--- src/rtl/prio_encoder_rr.sv ---
// Single-register priority encoder with a valid/ready handshake on both sides.
// Selection is either fixed (bit 0 highest) or round-robin from a rotating pointer.
module prio_encoder_rr #(
  parameter int N    = 8,
  parameter int MODE = 0,
  localparam int W   = $clog2(N)
) (
  input  logic         clk,
  input  logic         rst_n,
  input  logic [N-1:0] req,
  input  logic         in_valid,
  output logic         in_ready,
  output logic [W-1:0] out_idx,
  output logic         out_none,
  output logic         out_multi,
  output logic         out_valid,
  input  logic         out_ready
);

  logic [W-1:0] ptr;
  logic [W-1:0] base;
  logic [W-1:0] sel;
  logic [W:0]   pos;
  logic         found;
  logic         multi;
  logic         accept;

  assign in_ready = !out_valid || out_ready;
  assign accept   = in_valid && in_ready;
  assign base     = (MODE == 1) ? ptr : '0;
  assign multi    = |(req & (req - N'(1)));

  // Scan N positions starting at base; the wrap keeps every index below N
  // even when N is not a power of two.
  always_comb begin
    sel   = '0;
    found = 1'b0;
    pos   = '0;
    for (int unsigned k = 0; k < N; k++) begin
      pos = {1'b0, base} + (W+1)'(k);
      if (pos >= (W+1)'(N)) pos = pos - (W+1)'(N);
      if (!found && req[pos[W-1:0]]) begin
        found = 1'b1;
        sel   = pos[W-1:0];
      end
    end
  end

  always_ff @(posedge clk or negedge rst_n) begin
    if (!rst_n) begin
      out_valid <= 1'b0;
      out_idx   <= '0;
      out_none  <= 1'b0;
      out_multi <= 1'b0;
      ptr       <= '0;
    end else if (accept) begin
      out_valid <= 1'b1;
      out_idx   <= sel;
      out_none  <= !found;
      out_multi <= multi;
      if (MODE == 1 && found) begin
        ptr <= (sel == W'(N-1)) ? '0 : sel + W'(1);
      end
    end else if (out_ready) begin
      out_valid <= 1'b0;
    end
  end

endmodule

--- config.mk ---
export PLATFORM = sky130hd
export DESIGN_NAME = prio_encoder_rr
export DESIGN_NICKNAME = d
export VERILOG_FILES = /design/src/rtl/prio_encoder_rr.sv
export SDC_FILE = /design/constraint.sdc
export NUM_CORES = 1
export LEC_CHECK = 0
export ABC_AREA = 1
export BUFFER_PORTS_ARGS = -buffer_cell sky130_fd_sc_hd__buf_2
export CORE_AREA = 4 4 41 43
export CTS_BUF_LIST = sky130_fd_sc_hd__clkbuf_8
export CTS_CLUSTER_DIAMETER = 40
export DETAILED_ROUTE_END_ITERATION = 10
export DIE_AREA = 0 0 45 47
export PLACE_DENSITY_LB_ADDON = 0.3
export SLEW_MARGIN = 20
export SYNTH_ARGS = -nofsm -noshare
export SYNTH_HDL_FRONTEND = slang
export SYNTH_SLANG_ARGS = --single-unit
--- constraint.sdc ---
create_clock -name clk -period 1.2 [get_ports clk]
set_input_delay 0.24 -clock clk [delete_from_list [all_inputs] [get_ports clk]]
set_output_delay 0.24 -clock clk [all_outputs]
set_load 0.02 [all_outputs]
==> flow_summary.toml <==
[run_status]
outcome = "completed"

[clock_tree]
worst_setup_hold_path_clk_slew_ns = 0.04
cts.sink_count = 6
buffer_levels_on_the_longest_clock_path = 2
cts_tree = "built"
cts-htree-levels = 1
total_clock_buffers_created_by_cts = 3
ctsResizeCount = 0
cts_hold_buf = 1
post_cts.repair.setup_buffers = 0
clk-insertion-delay-late_ns = 0.22
cts-root-buf = "sky130_fd_sc_hd__clkbuf_8"

[timing]
setup_viol = 0
hold-worst-slack_ns = 0.290
setup_repair_after_global_routing_missed_its_margin = "no"
tightest_slew_ns = 0.239
finClkSkew_ns = 0.00194
maxSlewViolCount = 0
maxClockFrequency_mhz = 927
final.period_utilization_pct = 89.9
hold_viol_final = 0
post-route-min-period_ns = 1.08
fin_setup_tns_ns = 0
maxSlewHeadroom_pct = 84.1

[critical_path]
reg2regPathDepth = 6
worst_reg_to_reg_setup_slack_ns = 0.17
worst_ep_arrival_time_ns = 0.84
critical_path.cell_chain = "nand2_2 > buf_2"
worst_setup_end_kind = "primary output"
critical_path.max_fanout = 3
endpoint_of_the_worst_register_to_register_path = "out_idx[2]"
critical_path.startpoint_type = "flip-flop"
setup.worst_path.class = "flip-flop to primary output"
crit_path_top_delay_cell = "sky130_fd_sc_hd__dfrtp_1"
r2r-start = "out_valid"
timing.critical_path.from = "out_valid"
data_required_time_of_the_critical_path_ns = 0.96
cp_slowest_stage_delay_ns = 0.37

[layout]
antenna_cells = 0
final_design_area_no_fill_um2 = 554
fraction_of_layout_instances_using_a_drive_strength_above_1_pct = 35.0
area.growth.synth_to_final_pct = 44.3
sequential_cell_area_um2 = 150
fillerInstances = 146
multi_input_area_um2 = 218
final_net_count = 94

[global_route]
grt_overflow_total = 0
grt_start_max_net_pins = 10
first_global_vias = 384
wire_length_of_the_first_global_routing_pass_um = 1450
grt_antenna_before_repair = 0
grt_usage_pct = 9.67

[synthesis]
syn-num-nets = 69
synth_common_cells = "sky130_fd_sc_hd__nand2_1, sky130_fd_sc_hd__nor2_1, sky130_fd_sc_hd__dfrtp_1"
syn_area_per_cell_um2 = 6.74
netlist_instances = 57
post_synth_main_area_contributors = "sky130_fd_sc_hd__dfrtp_1, sky130_fd_sc_hd__nand2_1, sky130_fd_sc_hd__nor2_1"
synth_flop_type = "sky130_fd_sc_hd__dfrtp_1"
synthesized_cell_area_um2 = 384
synth_top_area_share_pct = 39.1
ys.warnings.count = 0
synthDominantAreaCellType = "sky130_fd_sc_hd__dfrtp_1"
ys_ff_latch = 6
yosysUniqueCellTypes = 14
seq_total_area_yosys_pct = 39.1
synth-edff-count = 0
synthArstFlopShare_pct = 100
most_frequent_cell_after_synthesis = "sky130_fd_sc_hd__nand2_1"

[routing]
drcViolationCount = 0
drtIter0Drc = 1
detail_route.first_pass.iterations = 2
route.detailed.vias_per_inst = 4.44
detailroute.via_count = 422
finalWirelength_um = 905
drt-wirelength-per-cell_um = 9.53
antenna_violating_nets_post_route = 0

[die]
initial_utilization_pct = 29.5
core_area_um2 = 1300
floorplan.die.height_um = 47
top_level_ports = 19
fp.dieW_um = 45
num_rows = 13
area_of_the_die_um2 = 2120

[power_and_ir_drop]
switching_power_share_of_the_total_pct = 27.3
cellInternalPower_w = 0.000497
p_leak_nw = 0.294
finalPower_w = 0.000684
power-per-cell-area_nw_per_um2 = 1230
pwr-share-comb_pct = 23.2
pwr-share-seq_pct = 34.0
p_switching_w = 0.000186
vdd_drop_max_uv = 339
p_clk_share_pct = 42.9

[hold_path]
worstHoldPathType = "primary input to flip-flop"
hold-path-endpoint = "out_valid"
worstHoldPathCells = 4
hold_start = "out_ready"

[placement]
placed_area_um2 = 503
gp_congestion = 0.697
io_buffers = 18

[run]
maxCapViolations = 0
[area by class of cell]
cell class,count,share of cell area (%)
timing repair buffer,20,19.4
sequential,6,27.1
multi-input combinational,46,39.3
inverter,5,3.39
tap,15,3.39
clock buffer,3,7.45
[registers in the layout, indices dropped and copies added (netlist names)]
| name | count |
|---|---|
| out_multi | 1 |
| out_none | 1 |
| out_valid | 1 |
| out_idx | 3 |
[worst max-delay path: cells and delay by family, from the launching register on]
family / cells / cell delay (ns)
simple gates: 1 / 0.09
flops: 1 / 0.37
buf+inv: 1 / 0.16
[per-stage QoR]
step                instances  utilization, %  worst slack [ns]
detailed placement         91            38.7            0.0787
global route               95            42.6            0.0529
floorplan                  57               -           0.00154
global placement           91            38.7             0.104
finish                     95            42.6             0.121
CTS                        95            42.6             0.111
[cell families after synthesis]
family | Yosys count | share of synthesized area [%]
and+or+nand+nor | 39 | 45.3
DFF | 6 | 39.1
buffers and inverters | 5 | 4.89
AOI/OAI and AO/OA | 7 | 10.7
[per-layer routing]
metal | share of wire [%] | wire, um | global-route usage (%) | vias up
li1 | - | - | - | 229
met1 | 46 | 420 | 10.8 | 171
met2 | 39 | 355 | 15.8 | 20
met3 | 13 | 114 | 3.83 | 2
met4 | 1.5 | 14 | 5.26 | 0
met5 | 0 | 0 | 0 | -
[power groups by stage]
stage	clock, W	sequential [W]	combinational [W]
detailed placement	0	0.000235	0.000157
CTS	0.000305	0.000233	0.000160
global route	0.000319	0.000236	0.000174
finish	0.000293	0.000232	0.000158
floorplan	0	0.000260	0.0000644
global placement	0	0.000234	0.000156
[layout by cell type, fill, tap and decap left out]
cell type / n
sky130_fd_sc_hd__buf_4: 1
sky130_fd_sc_hd__a21oi_1: 3
sky130_fd_sc_hd__dfrtp_1: 6
sky130_fd_sc_hd__o31ai_1: 1
sky130_fd_sc_hd__nand3_1: 3
sky130_fd_sc_hd__nand3_2: 1
sky130_fd_sc_hd__nand4_1: 2
sky130_fd_sc_hd__nand2_2: 1
sky130_fd_sc_hd__o21ai_2: 1
sky130_fd_sc_hd__dlygate4sd3_1: 1
sky130_fd_sc_hd__nor2_4: 1
sky130_fd_sc_hd__nor2_2: 1
sky130_fd_sc_hd__buf_2: 18
sky130_fd_sc_hd__o21ai_0: 2
sky130_fd_sc_hd__nand2_1: 15
sky130_fd_sc_hd__clkbuf_8: 3
sky130_fd_sc_hd__inv_1: 5
sky130_fd_sc_hd__or2_2: 1
sky130_fd_sc_hd__nor2_1: 14
[worst max path at each step]
stage	to	slack, ns	cells past startpoint
after CTS	in_ready	0.11	2
after global placement	out_idx[2]	0.10	6
after global routing	out_idx[2]	0.05	6
after detailed placement	out_idx[2]	0.08	6
after floorplan	out_idx[0]	0.002	6
final	in_ready	0.12	2
Note: power is estimated with default switching activity, not from simulation.
